**src/rtl/l2_rsp_matcher.sv**
```systemverilog
// Response-side matcher for the L2 request buffer: pairs coherence responses with
// outstanding slots by (tag,set), counts invalidation acks and retires completed slots.
module l2_rsp_matcher #(
  parameter int N_ENTRIES = 4,
  parameter int TAG_W     = 20,
  parameter int SET_W     = 8,
  parameter int CNT_W     = 5,
  parameter int LINE_W    = 128,
  localparam int IDX_W    = $clog2(N_ENTRIES)
) (
  input  logic                 clk,
  input  logic                 rst,
  input  logic                 alloc_valid,
  input  logic [IDX_W-1:0]     alloc_idx,
  input  logic [TAG_W-1:0]     alloc_tag,
  input  logic [SET_W-1:0]     alloc_set,
  input  logic                 alloc_putack,
  input  logic                 rsp_valid,
  output logic                 rsp_ready,
  input  logic [1:0]           rsp_coh_msg,
  input  logic [TAG_W-1:0]     rsp_tag,
  input  logic [SET_W-1:0]     rsp_set,
  input  logic [CNT_W-1:0]     rsp_invack_cnt,
  input  logic [LINE_W-1:0]    rsp_line,
  output logic                 done_valid,
  input  logic                 done_ready,
  output logic [IDX_W-1:0]     done_idx,
  output logic                 done_excl,
  output logic [LINE_W-1:0]    done_line,
  output logic [N_ENTRIES-1:0] busy,
  output logic                 err_unmatched
);

  typedef enum logic [1:0] {
    ST_IDLE,
    ST_WAIT_DATA,
    ST_WAIT_PUTACK,
    ST_COMPLETE
  } slot_state_e;

  localparam logic [1:0] MSG_DATA   = 2'd0;
  localparam logic [1:0] MSG_EDATA  = 2'd1;
  localparam logic [1:0] MSG_INVACK = 2'd2;
  localparam logic [1:0] MSG_PUTACK = 2'd3;

  slot_state_e       slotState_q [N_ENTRIES];
  slot_state_e       slotState_d [N_ENTRIES];
  logic [TAG_W-1:0]  tag_q       [N_ENTRIES];
  logic [TAG_W-1:0]  tag_d       [N_ENTRIES];
  logic [SET_W-1:0]  set_q       [N_ENTRIES];
  logic [SET_W-1:0]  set_d       [N_ENTRIES];
  logic [CNT_W-1:0]  cnt_q       [N_ENTRIES];
  logic [CNT_W-1:0]  cnt_d       [N_ENTRIES];
  logic              seen_q      [N_ENTRIES];
  logic              seen_d      [N_ENTRIES];
  logic              excl_q      [N_ENTRIES];
  logic              excl_d      [N_ENTRIES];
  logic [LINE_W-1:0] line_q      [N_ENTRIES];
  logic [LINE_W-1:0] line_d      [N_ENTRIES];

  logic              doneValid_q, doneValid_d;
  logic [IDX_W-1:0]  doneIdx_q, doneIdx_d;
  logic              doneExcl_q, doneExcl_d;
  logic [LINE_W-1:0] doneLine_q, doneLine_d;
  logic              errUnmatched_q, errUnmatched_d;

  logic [N_ENTRIES-1:0] hit;
  logic [IDX_W-1:0]     hitIdx;
  logic                 anyHit;
  logic                 accept;
  logic                 retire;
  logic                 isData;
  logic [CNT_W-1:0]     updCnt;
  logic                 updSeen;
  logic                 completes;
  logic                 allocOk;

  assign rsp_ready     = !doneValid_q || done_ready;
  assign accept        = rsp_valid && rsp_ready;
  assign retire        = doneValid_q && done_ready;
  assign isData        = (rsp_coh_msg == MSG_DATA) || (rsp_coh_msg == MSG_EDATA);
  assign done_valid    = doneValid_q;
  assign done_idx      = doneIdx_q;
  assign done_excl     = doneExcl_q;
  assign done_line     = doneLine_q;
  assign err_unmatched = errUnmatched_q;

  // A slot only matches messages it can legally consume; anything else is unmatched.
  always_comb begin
    hit = '0;
    for (int i = 0; i < N_ENTRIES; i++) begin
      busy[i] = (slotState_q[i] != ST_IDLE);
      if (tag_q[i] == rsp_tag && set_q[i] == rsp_set) begin
        if (slotState_q[i] == ST_WAIT_DATA && rsp_coh_msg != MSG_PUTACK)
          hit[i] = 1'b1;
        if (slotState_q[i] == ST_WAIT_PUTACK && rsp_coh_msg == MSG_PUTACK)
          hit[i] = 1'b1;
      end
    end
  end

  always_comb begin
    hitIdx = '0;
    anyHit = 1'b0;
    for (int i = N_ENTRIES - 1; i >= 0; i--) begin
      if (hit[i]) begin
        hitIdx = IDX_W'(i);
        anyHit = 1'b1;
      end
    end
  end

  // Counter may dip negative when invacks overtake the data response.
  always_comb begin
    updCnt    = isData ? (cnt_q[hitIdx] + rsp_invack_cnt) : (cnt_q[hitIdx] - CNT_W'(1));
    updSeen   = seen_q[hitIdx] || isData;
    completes = (slotState_q[hitIdx] == ST_WAIT_PUTACK) || (updSeen && updCnt == '0);
    allocOk   = alloc_valid &&
                (slotState_q[alloc_idx] == ST_IDLE || (retire && doneIdx_q == alloc_idx));
  end

  always_comb begin
    slotState_d    = slotState_q;
    tag_d          = tag_q;
    set_d          = set_q;
    cnt_d          = cnt_q;
    seen_d         = seen_q;
    excl_d         = excl_q;
    line_d         = line_q;
    doneValid_d    = retire ? 1'b0 : doneValid_q;
    doneIdx_d      = doneIdx_q;
    doneExcl_d     = doneExcl_q;
    doneLine_d     = doneLine_q;
    errUnmatched_d = accept && !anyHit;

    if (retire)
      slotState_d[doneIdx_q] = ST_IDLE;

    // Only one response per cycle, so at most one slot can complete per cycle.
    if (accept && anyHit) begin
      cnt_d[hitIdx]  = updCnt;
      seen_d[hitIdx] = updSeen;
      if (isData) begin
        line_d[hitIdx] = rsp_line;
        excl_d[hitIdx] = (rsp_coh_msg == MSG_EDATA);
      end
      if (completes) begin
        slotState_d[hitIdx] = ST_COMPLETE;
        doneValid_d         = 1'b1;
        doneIdx_d           = hitIdx;
        if (rsp_coh_msg == MSG_PUTACK) begin
          doneExcl_d = 1'b0;
          doneLine_d = '0;
        end else if (isData) begin
          doneExcl_d = (rsp_coh_msg == MSG_EDATA);
          doneLine_d = rsp_line;
        end else begin
          doneExcl_d = excl_q[hitIdx];
          doneLine_d = line_q[hitIdx];
        end
      end
    end

    if (allocOk) begin
      slotState_d[alloc_idx] = alloc_putack ? ST_WAIT_PUTACK : ST_WAIT_DATA;
      tag_d[alloc_idx]       = alloc_tag;
      set_d[alloc_idx]       = alloc_set;
      cnt_d[alloc_idx]       = '0;
      seen_d[alloc_idx]      = 1'b0;
      excl_d[alloc_idx]      = 1'b0;
      line_d[alloc_idx]      = '0;
    end
  end

  always_ff @(posedge clk or posedge rst) begin
    if (rst) begin
      for (int i = 0; i < N_ENTRIES; i++) begin
        slotState_q[i] <= ST_IDLE;
        tag_q[i]       <= '0;
        set_q[i]       <= '0;
        cnt_q[i]       <= '0;
        seen_q[i]      <= 1'b0;
        excl_q[i]      <= 1'b0;
        line_q[i]      <= '0;
      end
      doneValid_q    <= 1'b0;
      doneIdx_q      <= '0;
      doneExcl_q     <= 1'b0;
      doneLine_q     <= '0;
      errUnmatched_q <= 1'b0;
    end else begin
      slotState_q    <= slotState_d;
      tag_q          <= tag_d;
      set_q          <= set_d;
      cnt_q          <= cnt_d;
      seen_q         <= seen_d;
      excl_q         <= excl_d;
      line_q         <= line_d;
      doneValid_q    <= doneValid_d;
      doneIdx_q      <= doneIdx_d;
      doneExcl_q     <= doneExcl_d;
      doneLine_q     <= doneLine_d;
      errUnmatched_q <= errUnmatched_d;
    end
  end

endmodule
```
**config.mk**
```make
export PLATFORM = sky130hd
export DESIGN_NAME = l2_rsp_matcher
export DESIGN_NICKNAME = d
export VERILOG_FILES = /design/src/rtl/l2_rsp_matcher.sv
export SDC_FILE = /design/constraint.sdc
export NUM_CORES = 2
export LEC_CHECK = 0
export BUFFER_PORTS_ARGS = -buffer_cell sky130_fd_sc_hd__buf_4
export CELL_PAD_IN_SITES_DETAIL_PLACEMENT = 1
export CELL_PAD_IN_SITES_GLOBAL_PLACEMENT = 1
export CORE_MARGIN = 10
export CORE_UTILIZATION = 25
export CTS_CLUSTER_SIZE = 30
export DETAILED_ROUTE_END_ITERATION = 8
export MAX_ROUTING_LAYER = met4
export PLACE_DENSITY_LB_ADDON = 0.1
export SYNTH_ARGS = -nofsm -noshare
export SYNTH_HDL_FRONTEND = slang
export SYNTH_SLANG_ARGS = --single-unit
export TNS_END_PERCENT = 50
```
**constraint.sdc**
```tcl
create_clock -name clk -period 50.1 [get_ports clk]
set_input_delay 0 -clock clk [delete_from_list [all_inputs] [get_ports clk]]
set_output_delay 0 -clock clk [all_outputs]
set_load 0.03 [all_outputs]
```
======== Word level (Yosys, flattened, before mapping) ========
Index checks and enable logic that the tools add are counted.
word-level totals
  register bits after elaboration ......... 793
  bits of input ports ..................... 199
  output and inout bits ................... 138
  word-level logic and storage cells ...... 202
cells by class
  add/subtract/negate cells ............... 2
  order comparisons ....................... 6
  equality and inequality tests ........... 21
  multiplexer cells ....................... 90
  bitwise operators ....................... 13
  reduce and logical (&&, ||, !) cells .... 37
operators by type and width
  operator                                     count
  512-bit two-way mux                          3
  128-bit two-way mux                          6
  512-bit bitwise AND                          1
  512-bit bitwise mux                          1
  128-bit demux with 2-bit select              2
  512-bit NOT                                  1
  128-bit binary-select mux with 2-bit select  1
  80-bit bitwise mux                           1
  20-bit equality test                         4
  20-bit two-way mux                           3
  20-bit demux with 2-bit select               1
  8-bit two-way mux                            5
  32-bit bitwise mux                           1
  8-bit equality test                          4
  1-bit two-way mux                            27
  5-bit two-way mux                            5
  2-bit two-way mux                            12
  1-bit logical AND                            22
  20-bit bitwise AND                           1
  20-bit bitwise mux                           1
  5-bit demux with 2-bit select                2
  4-bit two-way mux                            5
  20-bit NOT                                   1
  8-bit demux with 2-bit select                1
  27 further kinds                             58

======== Longest topological paths before layout ========
  depth in word-level cells ............... 22
  mapped depth ............................ 25
  gate-level depth less buffers ........... 17

======== Worst setup path after synthesis ========
OpenSTA, ideal clock, no wires.
  path kind ............................... register to register
  start ................................... register slotState_q[1] (netlist bit)
  end ..................................... register doneLine_q[10], in the netlist done_line[10]
  library setup time ...................... 0.125 ns
  data arrival time ....................... 4.824 ns
  data required time ...................... 49.975 ns
  slack ................................... 45.151 ns
  stages on the path, launching flop included .. 20
  path buffers ............................ 5
  period minus slack after synthesis ...... 4.949 ns
  cells stage by stage .................... dfrtp_1 > or3_1 > a2111o_1 > or2_1 > buf_6 > a31oi_4 > clkbuf_1 > nor2_1 > nor3_1 > ha_1 > inv_1 > fa_1 > inv_1 > or4_1 > o22ai_1 > o311a_1 > buf_2 > buf_8 > buf_6 > mux2_4
between the ends
  longest elaborated chain between the ends .. 19
  elaborated cells between the ends (all ways) .. 40
  classes of those cells .................. add/sub: 2; eq/ne: 3; mux: 26; bitwise: 1; reduce/logical: 8
RTL lines
  what                                                                        line  text
  from (decl)                                                                 46    slot_state_e slotState_q [N_ENTRIES];
  from (signal assigned)                                                      192   slotState_q <= slotState_d;
  2-bit by 1-bit equality test with 1-bit output                              94    if (slotState_q[i] == ST_WAIT_DATA && rsp_coh_msg != MSG_PUTACK)
  1-bit logical AND                                                           94
  1-bit two-way mux                                                           94
  1-bit two-way mux                                                           96    if (slotState_q[i] == ST_WAIT_PUTACK && rsp_coh_msg == MSG_PUTACK)
  1-bit two-way mux                                                           93    if (tag_q[i] == rsp_tag && set_q[i] == rsp_set) begin
  2-bit two-way mux (4 in series)                                             106   if (hit[i]) begin
  2-bit NOT with 3-bit output (not written as such)                           --
  5-bit binary-select mux with 2-bit select                                   115   updCnt = isData ? (cnt_q[hitIdx] + rsp_invack_cnt) : (cnt_q[hitIdx] - CNT_W'(1));
  5-bit two-way mux (not written as such) (2 in series)                       115
  5-bit by 1-bit subtractor with 5-bit output or 5-bit adder (tied branches)  115
  5-bit two-way mux                                                           115
  5-bit logical NOT                                                           117   completes = (slotState_q[hitIdx] == ST_WAIT_PUTACK) || (updSeen && updCnt == '0);
  1-bit logical AND                                                           117
  1-bit logical OR                                                            117
  2-bit AND reduction (no line)                                               --
  to (signal assigned)                                                        202   doneLine_q <= doneLine_d;
  to (decl)                                                                   64    logic [LINE_W-1:0] doneLine_q, doneLine_d;
Parallel ways exist; a longest one is shown, timed or not. The select of a mux whose other input is x is not followed.
A chain may end at the register's enable or synchronous reset.

======== Worst setup path in the final report ========
  start ................................... register slotState_q[7] (netlist bit)
  end ..................................... register doneLine_q[87], in the netlist done_line[87]
between the ends
  longest elaborated chain between the ends .. 16
  elaborated cells between the ends (all ways) .. 34
  classes of those cells .................. add/sub: 2; eq/ne: 3; mux: 20; bitwise: 1; reduce/logical: 8
RTL lines
  what                                                                        line
  2-bit by 1-bit equality test with 1-bit output                              94
  1-bit logical AND                                                           94
  1-bit two-way mux                                                           94
  1-bit two-way mux                                                           96
  1-bit two-way mux                                                           93
  2-bit two-way mux                                                           106
  2-bit NOT with 3-bit output (not written as such)                           --
  5-bit binary-select mux with 2-bit select                                   115
  5-bit two-way mux (not written as such) (2 in series)                       115
  5-bit by 1-bit subtractor with 5-bit output or 5-bit adder (tied branches)  115
  5-bit two-way mux                                                           115
  5-bit logical NOT                                                           117
  1-bit logical AND                                                           117
  1-bit logical OR                                                            117
  2-bit AND reduction (no line)                                               --
Parallel ways exist; a longest one is shown, timed or not. The select of a mux whose other input is x is not followed.

==> flow_summary.toml <==
[outcome]
status = "finished, final reports clean"

[logic_synthesis]
ys.flop_type = "dfrtp_1"
synth_warnings = 0
synth-seq-cells = 793
synth_edf_count = 0
synthArstFlopShare_pct = 100
synth_fp_nets = 4037
synth_cell_types = 58
netlist_instances = 3833
syn_area_um2 = 37100
synth.avg_cell_area_um2 = 9.69
ys_seq_area_share_pct = 53.4

[sta]
rsz0062_at_grt = "no"
setup_tns_ns = 0
slew_viol_final = 0
fin_skew_ns = 0.0368
whs_ns = 0.0802
setup_viol = 0
layout_setup_ws_ns = 43.11
worst_slew_pin_slew_ns = 1.10
slew_headroom_pct = 26.8
finalHoldViolations = 0
clock.fmax_mhz = 143
fin_crit_ns = 6.99
post-route-period-util_pct = 13.9

[global_route]
grt_pass1_wl_mm = 228
grt_pass1_vias = 33486
antenna_found_initial = 5
grt.total_usage_pct = 18.7
grt_overflow = 0
grt_start_max_net_pins = 136

[drt]
wl_mm = 152
ant_nets = 0
viasPerCell = 4.91
drc_errors = 0
dr.pass1.iters = 5
dr_total_vias = 30518
drt-initial-drc-count = 1454
wl_per_cell_um = 24.4

[worst_setup_path]
worstPathMaxFanout = 105
reg2regPathDepth = 16
cp_slowest_cell = "buf_4"
crit_arrival_ns = 7.58
rr_startpoint = "slotState_q[7]"
endpoint_kind = "register"
critPathLaunchType = "register"
startpoint = "slotState_q[7]"
timing.rr.end = "done_line[87]"
critPathMaxStageDelay_ns = 0.81
worst-setup-path-type = "register to register"
crit_chain = "nand2b_1 > o21ai_0 > nand4_1 > or2_2 > nand2_4 > buf_4 > nor2_1 > nor3_1 > ha_1 > a21oi_1 > xnor2_1 > or4_1 > o22ai_1 > o311a_4 > buf_12 > mux2_2"
crit_buf_inv = 2
critical-path-top-delay-family = "simple AND/OR/NAND/NOR gates"
crit_required_ns = 50.70
reg2reg_slack_ns = 43.11

[place]
dpl.hpwl_mm = 87.1
place_congestion = 0.760
io_buffer_count = 336
placed_cell_area_um2 = 41500
dpl.cell_count = 5861
dp_slack_ns = 43.09

[hold_path]
worst_hold_path.endpoint = "tag_q[1]"
holdPathStages = 3
hp-start = "alloc_tag[1]"
hp-class = "input port to register"

[power]
power.switching_mw = 0.476
p_leak_nw = 20.1
power_frac_comb_pct = 13.9
power_density_nw_per_um2 = 36.4
power_mw = 1.69
pwr-share-clk_pct = 43.4
ir_worst_vdd_uv = 31.7
seq_power_share_pct = 42.7
internal-power_mw = 1.22
p_sw_share_pct = 28.1

[clock_network]
clock_latency_ns = 0.74
clockBufferDepth = 3
cts_tree = "done"
numCtsBuffers = 102
clock-sinks = 793
path_clk_slew_ns = 0.06
cts-htree-levels = 3
root_buffer = "clkbuf_16"

[final_layout]
multi_input_area_um2 = 16200
nFillCells = 16612
design_area_um2 = 46500
finalCoreUtilization_pct = 31.5
fin_nets = 4412
layout-drive-gt1-share_pct = 19.0
ff_latch_area_um2 = 19800
syn_to_final_growth_pct = 25.2
final_cells = 6221

[die]
ios = 337
start_util_pct = 25.2
dieArea_um2 = 164000
die_x_um = 405
core_um2 = 148000
rows = 141
die_h_um = 405

[job]
cap_violations = 0
[worst max-delay path by stage]
stage | cells after the start | end | slack, ns
after floorplan | 1 | cnt_q[0] | 27.83
after global placement | 16 | done_line[86] | 43.17
after detailed placement | 16 | done_line[89] | 43.09
after CTS | 16 | done_line[87] | 43.10
after global routing | 16 | done_line[89] | 42.67
final | 16 | done_line[87] | 43.11
[flip-flops by register name (all words and copies together), names as in the netlist]
| name | count |
|---|---|
| line_q | 512 |
| err_unmatched | 1 |
| excl_q | 4 |
| set_q | 32 |
| cnt_q | 20 |
| slotState_q | 8 |
| seen_q | 4 |
| done_valid | 1 |
| done_idx | 2 |
| done_line | 128 |
| done_excl | 1 |
| tag_q | 80 |
[routing by layer]
layer | global-route usage, % | part of all wire, % | up-vias
met2 | 30.4 | 48 | 477
met5 | - | 0 | -
met3 | 2.70 | 3.1 | 186
met1 | 24.6 | 47 | 15843
met4 | 4.37 | 2.0 | 0
li1 | - | - | 14012
[layout by cell type (no fill, tap or decap), drive strengths merged, types with 13 or more instances in the layout]
cell | netlist | layout
xor2 | 75 | 75
o21a | 130 | 130
xnor2 | 43 | 43
dfrtp | 793 | 793
nor4 | 38 | 38
clkbuf | 269 | 162
inv | 16 | 21
nand4 | 28 | 28
a21oi | 554 | 554
nand2 | 1074 | 1074
buf | 26 | 393
dlygate4sd3 | 0 | 173
o221ai | 129 | 129
nor2 | 168 | 168
nor3 | 13 | 13
o2bb2ai | 129 | 129
mux2 | 242 | 242
[worst reg2reg max path: cells and delay by family, from the launching register on]
family	cells	cell delay (ns)
compound gates	4	1.61
buf+inv	2	1.43
simple gates	7	2.23
mux	1	0.73
flops	1	0.42
fa+ha+maj	1	0.30
xor+xnor	1	0.15
[Yosys cell counts, drive strengths merged, types with 6 or more instances]
cell	n	area, µm²
a21oi	554	2770
nand2	1074	4030
mux2i	7	70.1
nor2	168	633
dfrtp	793	19800
inv	16	60.1
or2	10	62.6
nor4	38	244
buf	26	191
nand3	8	40.0
o2bb2ai	129	1130
mux2	242	3030
xnor2	43	377
or3	11	68.8
nor3	13	65.1
nand2b	6	37.5
nand4	28	175
o221ai	129	1130
clkbuf	269	1010
xor2	75	657
o21a	130	976
[layout make-up]
type | instances | area share [%]
inverters | 17 | 0.164
repair buffers | 566 | 10.2
multi-input cells | 2728 | 34.8
clock inverters | 19 | 0.457
flip-flops and latches | 793 | 42.7
well taps | 1930 | 5.19
diodes | 6 | 0.0323
clock buffers | 162 | 6.56
[power groups by stage]
stage                     clock network, mW  registers (mW)  logic [mW]
after floorplan                           0           0.728       0.138
final                                 0.734           0.723       0.234
after global routing                  0.787           0.729       0.256
after CTS                             0.762           0.723       0.240
after global placement                    0           0.732       0.226
after detailed placement                  0           0.734       0.226
[timing repair]
item / CTS / global route
hold buffers: 173 / 0
gates resized for setup: 0 / 0
buffers inserted: 0 / 0
endpoints found under the hold margin: 874 / 0
[logic make-up (layout without fill, tap and decap cells)]
logic type | count (synthesis) | count (layout) | share of synthesized area [%]
adder cells (fa/ha/maj) | 5 | 5 | 0.189
AO/OA/AOI/OAI | 978 | 978 | 17.0
XOR/XNOR | 118 | 118 | 2.78
other | 0 | 6 | 0
buffers and inverters | 312 | 764 | 3.41
multiplexers | 249 | 249 | 8.33
AND/OR/NAND/NOR | 1378 | 1378 | 14.9
flip-flops | 793 | 793 | 53.4
(Power assumes the default switching activity.)
